File: src/rtl/grng_out_stage.sv
// Output stage of the ICDF Gaussian generator: re-attaches the delayed sign with
// saturating negation, buffers results in an FWFT FIFO and drives the pipeline enable.
module grng_out_stage #(
  parameter int LAT   = 3,
  parameter int DEPTH = 8,
  parameter int DW    = 16
) (
  input  logic                       clk,
  input  logic                       rst,
  input  logic                       in_valid,
  input  logic                       sign_in,
  input  logic signed [DW-1:0]       ma21_in,
  output logic                       en_pipe,
  output logic signed [DW-1:0]       out_data,
  output logic                       out_valid,
  input  logic                       out_ready,
  output logic [$clog2(DEPTH):0]     fifo_level,
  output logic                       overflow
);

  localparam int AW = $clog2(DEPTH);
  localparam int LW = AW + 1;
  localparam logic [LW-1:0] DepthL = LW'(DEPTH);
  localparam logic [LW-1:0] Margin = LW'(LAT + 1);
  localparam logic [DW-1:0] MinVal = {1'b1, {(DW-1){1'b0}}};
  localparam logic [DW-1:0] MaxVal = {1'b0, {(DW-1){1'b1}}};

  logic [LAT-1:0] tagValid_q, tagValid_d;
  logic [LAT-1:0] tagSign_q, tagSign_d;
  logic [DW-1:0]  mem_q [DEPTH];
  logic [AW-1:0]  wrPtr_q, wrPtr_d;
  logic [AW-1:0]  rdPtr_q, rdPtr_d;
  logic [LW-1:0]  level_q, level_d;
  logic           enPipe_q, enPipe_d;
  logic           overflow_q, overflow_d;
  logic           tapValid, tapSign, full, push, pop;
  logic [DW-1:0]  result;

  // The tag line mirrors the multiply-add pipeline, including its flush when disabled.
  always_comb begin
    tagValid_d = '0;
    tagSign_d  = '0;
    if (enPipe_q) begin
      tagValid_d = (tagValid_q << 1) | LAT'(in_valid);
      tagSign_d  = (tagSign_q << 1) | LAT'(sign_in);
    end
  end

  assign tapValid = tagValid_q[LAT-1];
  assign tapSign  = tagSign_q[LAT-1];

  always_comb begin
    result = ma21_in;
    if (tapSign) begin
      result = (ma21_in == MinVal) ? MaxVal : -ma21_in;
    end
  end

  assign out_valid = (level_q != '0);
  assign full      = (level_q == DepthL);
  assign pop       = out_valid & out_ready;
  assign push      = tapValid & (~full | pop);

  always_comb begin
    overflow_d = overflow_q | (tapValid & full & ~pop);
    wrPtr_d    = push ? wrPtr_q + AW'(1) : wrPtr_q;
    rdPtr_d    = pop  ? rdPtr_q + AW'(1) : rdPtr_q;
    case ({push, pop})
      2'b10:   level_d = level_q + LW'(1);
      2'b01:   level_d = level_q - LW'(1);
      default: level_d = level_q;
    endcase
    // Keep enough free slots to absorb everything still inside the multiply-add pipeline.
    enPipe_d = ((DepthL - level_d) >= Margin);
  end

  always_ff @(posedge clk) begin
    if (!rst) begin
      tagValid_q <= '0;
      tagSign_q  <= '0;
      wrPtr_q    <= '0;
      rdPtr_q    <= '0;
      level_q    <= '0;
      enPipe_q   <= 1'b0;
      overflow_q <= 1'b0;
    end else begin
      tagValid_q <= tagValid_d;
      tagSign_q  <= tagSign_d;
      wrPtr_q    <= wrPtr_d;
      rdPtr_q    <= rdPtr_d;
      level_q    <= level_d;
      enPipe_q   <= enPipe_d;
      overflow_q <= overflow_d;
    end
  end

  always_ff @(posedge clk) begin
    if (push) begin
      mem_q[wrPtr_q] <= result;
    end
  end

  assign out_data   = out_valid ? mem_q[rdPtr_q] : '0;
  assign en_pipe    = enPipe_q;
  assign fifo_level = level_q;
  assign overflow   = overflow_q;

endmodule

File: config.mk
export PLATFORM = sky130hd
export DESIGN_NAME = grng_out_stage
export DESIGN_NICKNAME = d
export VERILOG_FILES = /design/src/rtl/grng_out_stage.sv
export SDC_FILE = /design/constraint.sdc
export NUM_CORES = 1
export LEC_CHECK = 0
export CORE_MARGIN = 2
export CORE_UTILIZATION = 35
export CTS_BUF_LIST = sky130_fd_sc_hd__clkbuf_4 sky130_fd_sc_hd__clkbuf_8
export DETAILED_ROUTE_END_ITERATION = 7
export GPL_ROUTABILITY_DRIVEN = 0
export SLEW_MARGIN = 20
export SYNTH_ARGS = -nofsm -noshare
export SYNTH_HDL_FRONTEND = slang
export SYNTH_SLANG_ARGS = --single-unit
File: constraint.sdc
create_clock -name clk -period 4.4 [get_ports clk]
set_input_delay 0.88 -clock clk [delete_from_list [all_inputs] [get_ports clk]]
set_output_delay 0.88 -clock clk [all_outputs]
set_load 0.03 [all_outputs]
-- Yosys cells after proc, flatten, opt, wreduce, memory -nomap -nowiden
Memories as Yosys holds them, arrays and structs flattened. A register that Yosys moved wholly into a read port is not among the register bits.
Cells that the tools add are included.
- bitwise logic cells: 10
- shift-type cells: 0
- order comparisons: 1
- divide/modulo/power cells: 0
- reduce and logical (&&, ||, !) cells: 2
- multiply operators: 0
- add/subtract/negate cells: 6
- muxes and demuxes: 8
- equality and inequality tests: 4
- operator list (operator ; number):
    $mux W16 ; 3
    $eq A16 B16 Y1 const B ; 1
    $neg A16 Y16 ; 1
    $pmux W4 S2 ; 1
    $add A3 B1 Y3 const B ; 2
    $mux W3 ; 2
    $or A3 B1 Y3 ; 2
    $add A4 B1 Y4 const B ; 1
    $and A1 B1 Y1 ; 4
    $eq A4 B4 Y1 const B ; 1
    $ge A4 B3 Y1 const B ; 1
    $reduce_bool A4 Y1 ; 1
    $sub A4 B1 Y4 const B ; 1
    $sub A4 B4 Y4 const A ; 1
    $eq A2 B1 Y1 const B ; 1
    $eq A2 B2 Y1 const B ; 1
    $mux W1 ; 2
    $not A1 Y1 ; 2
    $or A1 B1 Y1 ; 2
    $reduce_and A2 Y1 ; 1
- output and inout port bits: 23
- latch bits: 0
- flip-flop bits (word level): 18
- bits in read-only memories: 0
- RAM bits: 128
- input port bits: 21
- memories: 1
- word-level logic and storage cells: 39
- memories (name ; depth ; bits a word ; rd ports ; clocked after Yosys merged registers in ; wr ports ; RTL line ; source):
    mem_q ; 8 ; 16 ; 1 ; 1 ; 1 ; 30 ; logic [DW-1:0] mem_q [DEPTH];

-- Longest topological paths before layout
Gate-level depths: netlist (run 1).
- depth after elaboration: 8
- gate-level depth with buffers: 9
- depth with buffers taken out: 8

-- Worst setup path after synthesis (run 1)
Ideal clock, no wire load.
- kind: input port to flip-flop
- start: in out_ready
- end: mem mem_q[1][0], enable pin
- stages: 5
- setup time: 409 ps
- required time: 3991 ps
- slack: 1135 ps
- data arrival time: 2856 ps
- buffers on the path: 1
- cells stage by stage: clkbuf_1 > nor2b_1 > a21boi_1 > nand2_1 > nor3_1
- word-level cells in the longest chain between the ends: 5
- ends and longest elaborated chain (element ; RTL line ; source):
    start: declaration ; 16 ; input logic out_ready,
    $and A1 B1 Y1 ; 61 ; assign pop = out_valid & out_ready;
    $or A1 B1 Y1 ; 62 ; assign push = tapValid & (~full | pop);
    $and A1 B1 Y1 ; 62 ;
    $mux W1 ; 98 ; if (push) begin
    $mux W1 (not written as such) ; 99 ; mem_q[wrPtr_q] <= result;
    end: declaration ; 30 ;
Every way passes these cells.

==> results of run 1 <==
-- synth_stat cells, drive strengths merged (2+ instances only) --
library cell  instances  area share, %
a31oi                 2           0.20
xnor2                 6           0.84
dfxtp                21            6.7
mux2i                20            3.2
and2                  8           0.82
inv                   5           0.30
mux4                 33             12
o41ai                 5           0.94
nor2b                 7           0.70
or3                   5           0.74
o21ai                 9           0.78
nand2b                5           0.50
buf                  10           0.98
or4                   2           0.36
mux2                  2           0.36
a21boi                2           0.24
nand3                 2           0.16
clkbuf               11           0.66
ha                    4           0.80
nor2                 26            1.6
and3                  7           0.72
nor3                  3           0.24
edfxtp              128             61
nor4                  2           0.44
xor2                 11            1.5
o31ai                 5           0.60
nand2                24            1.5
-- cells by family after synthesis --
group / after synthesis / synth area share, %
compound gates: 27 / 3.315
simple gates: 94 / 8.107
flops: 149 / 68.05
mux: 55 / 15.42
buf+inv: 26 / 1.937
fa+ha+maj: 4 / 0.7988
xor+xnor: 17 / 2.376
-- flip-flops by register name, indices dropped and copies added (netlist names), named ones only --
register,cells
overflow,1
tagValid_q,3
mem_q,128
wrPtr_q,3
tagSign_q,3
rdPtr_q,3
fifo_level,4
en_pipe,1
-- worst register-to-register path, delay by kind of cell (launching register included) --
| kind | cells | cell delay (ps) |
|---|---|---|
| AOI/OAI and AO/OA | 2 | 920 |
| muxes | 1 | 560 |
| and+or+nand+nor | 3 | 330 |
| adders and majority gates | 1 | 190 |
| xor gates and xnor gates | 1 | 150 |
| DFF | 1 | 450 |
-- final timing paths --
| kind | start | depth (start not counted) | slack, ps | to |
|---|---|---|---|---|
| min reg2reg | tagValid_q[1] | 1 | 470 | tagValid_q[2] |
| max | flip-flop | 5 | 630 | out_data[3] |
| min | tagValid_q[1] | 1 | 470 | tagValid_q[2] |
| max reg2reg | fifo_level[2] | 8 | 1700 | en_pipe |
-- stage by stage --
step,instances,hold WS (ps)
after floorplan,372,443.6
after global placement,632,448.1
after detailed placement,632,455.2
after CTS,664,471.0
after global routing,664,486.9
final,664,465.3
-- power by group --
part | internal (uW) | leakage, uW | total, uW | switching, uW
registers | 1550 | 0.00132 | 1600 | 50.3
clock network | 414 | 0.000190 | 974 | 559
logic | 281 | 0.000846 | 598 | 318
total | 2240 | 0.00236 | 3170 | 927
-- per-layer routing --
layer / routed length [um] / global-route usage (%) / share of wire [%]
met1: 5642 / 18.03 / 44
met2: 6564 / 24.88 / 52
met3: 307 / 3.127 / 2.4
met4: 184 / 5.102 / 1.4
met5: 0 / 0 / 0
-- area by class of cell --
type	instances	area [sq um]
fillers	1566	10060
well taps	225	281.5
clock buffers	17	234.0
flip-flops and latches	149	4265
inverters	5	18.77
repair buffers	56	528.0
clock inverters	15	141.4
multi-input cells	197	1891
==> out/qor.json, run 1 <==
{
  "cpMaxStageDelayCell": {"value": "dfxtp_2"},
  "num-nets-final": {"value": 451},
  "fp.dieArea": {"value": 18990, "unit": "sq um"},
  "maxCapViolations": {"value": 0},
  "core": {"value": 17420, "unit": "sq um"},
  "max_freq": {"value": 264.9, "unit": "MHz"},
  "unrepaired_setup_endpoints_after_global_routing": {"value": "no"},
  "maxSlewHeadroom": {"value": 46.40, "unit": "%"},
  "num_antenna_cells": {"value": 0},
  "clk_pin_slew": {"value": 90, "unit": "ps"},
  "clock_insertion_delay_worst_skew": {"value": 450, "unit": "ps"},
  "report.final.setup_viol": {"value": 0},
  "placement.io_buffers": {"value": 43},
  "mappedNetlistNets": {"value": 397},
  "worstSetupEndpointType": {"value": "output pin"},
  "die_x": {"value": 137.8, "unit": "um"},
  "postRouteAntennaNets": {"value": 0},
  "cp_top_family": {"value": "buffers and inverters"},
  "tns": {"value": 0, "unit": "ps"},
  "num_rows": {"value": 48},
  "cts_tree": {"value": "yes"},
  "final_period_minus_worst_setup_slack": {"value": 3774, "unit": "ps"},
  "pre_cts_slack": {"value": 974.3, "unit": "ps"},
  "power-per-cell-area": {"value": 430.4, "unit": "nW/um^2"},
  "detail_route.first_pass.iterations": {"value": 5},
  "utilization": {"value": 42.26, "unit": "%"},
  "drt-wirelength-per-cell": {"value": 19.13, "unit": "um"},
  "dpl-instance-area": {"value": 6984, "unit": "sq um"},
  "detail_route.drc_violations": {"value": 0},
  "crit_path_start_kind": {"value": "flip-flop"},
  "outcome": {"value": "finished, final reports clean"},
  "path_max_fanout": {"value": 18},
  "synth-edff-count": {"value": 128},
  "synth.ff_latch_count": {"value": 149},
  "yosys.cell_types.count": {"value": 45},
  "dieHeight": {"value": 137.8, "unit": "um"},
  "clockBufferDepth": {"value": 2},
  "floorplan.initialDensity": {"value": 35.98, "unit": "%"},
  "grt_max_degree": {"value": 33},
  "final_max_slew_viol_count": {"value": 0},
  "cp_cell_sequence": {"value": "buf_4 > mux4_2 > mux2i_1 > nor2_1 > clkdlybuf4s50_1"},
  "hold_buffers": {"value": 0},
  "grt-ovfl-total": {"value": 0},
  "worst_ep_required_time": {"value": 3520, "unit": "ps"},
  "ys_dominant_reg_cell": {"value": "edfxtp_1"},
  "cp_data_arrival_time": {"value": 2890, "unit": "ps"},
  "wl": {"value": 12700, "unit": "um"},
  "post_cts_resized": {"value": 0},
  "vdd_ir_drop_max": {"value": 0.0002213, "unit": "V"},
  "avgViaCountPerCell": {"value": 5.030},
  "worstPathBufferInverterCount": {"value": 2},
  "async_reset_ff_share": {"value": 0, "unit": "%"},
  "track_usage": {"value": 14.46, "unit": "%"},
  "finalCritPeriodShare": {"value": 85.78, "unit": "%"},
  "via_count_of_the_first_global_routing_pass": {"value": 3423},
  "layout_commonest_cell": {"value": "edfxtp_1"},
  "synth-seq-area-share": {"value": 68.05, "unit": "%"},
  "clock_sinks": {"value": 149},
  "synthCells": {"value": 372},
  "ys.warnings.count": {"value": 0},
  "finalHoldViolCount": {"value": 0},
  "wire_length_of_the_first_global_routing_pass": {"value": 19710, "unit": "um"},
  "finalInstanceArea": {"value": 7360, "unit": "sq um"},
  "total_leakage_power": {"value": 0.002356, "unit": "uW"},
  "vias": {"value": 3340},
  "root_buffer": {"value": "clkbuf_8"},
  "finalClockSkew": {"value": 12.03, "unit": "ps"},
  "layout_common_cells": {"value": "edfxtp_1 (128), clkdlybuf4s50_1 (43), mux4_2 (33)"},
  "postLayoutSetupSlackWorst": {"value": 625.5, "unit": "ps"},
  "synthesis.area_per_instance": {"value": 16.84, "unit": "sq um"},
  "hpwl": {"value": 8101, "unit": "um"},
  "io-pin-count": {"value": 44},
  "layout_cells_sized_above_1": {"value": 22.55, "unit": "%"},
  "cts_made_buffers": {"value": 17},
  "netlist_area": {"value": 6266, "unit": "sq um"},
  "areaGrowthSynthToFinish": {"value": 17.45, "unit": "%"},
  "max_slew.worst_pin.slew": {"value": 795.6, "unit": "ps"},
  "drt_iter0_drc": {"value": 201},
  "hold_path.class": {"value": "flip-flop to flip-flop"},
  "post-cts-setup-buffers": {"value": 0},
  "h-tree-depth": {"value": 4},
  "worst_path_largest_cell_delay": {"value": 760, "unit": "ps"},
  "crit_type": {"value": "flip-flop to output pin"},
  "power.total": {"value": 3168, "unit": "uW"},
  "antenna_found_initial": {"value": 0}
}
Power figures use the tool's default switching activity.
==> run 2: changes to the inputs <==
Settings changed: SLEW_MARGIN 20 to 10.
==> results of run 2 <==
Same layout as run 1: the final DEF is identical, and so are final timing and power.
==> run 3: changes to the inputs <==
Settings changed: CTS_CLUSTER_DIAMETER set to 80.
==> results of run 3 <==
Same layout as run 1: the final DEF is identical, and so are final timing and power.
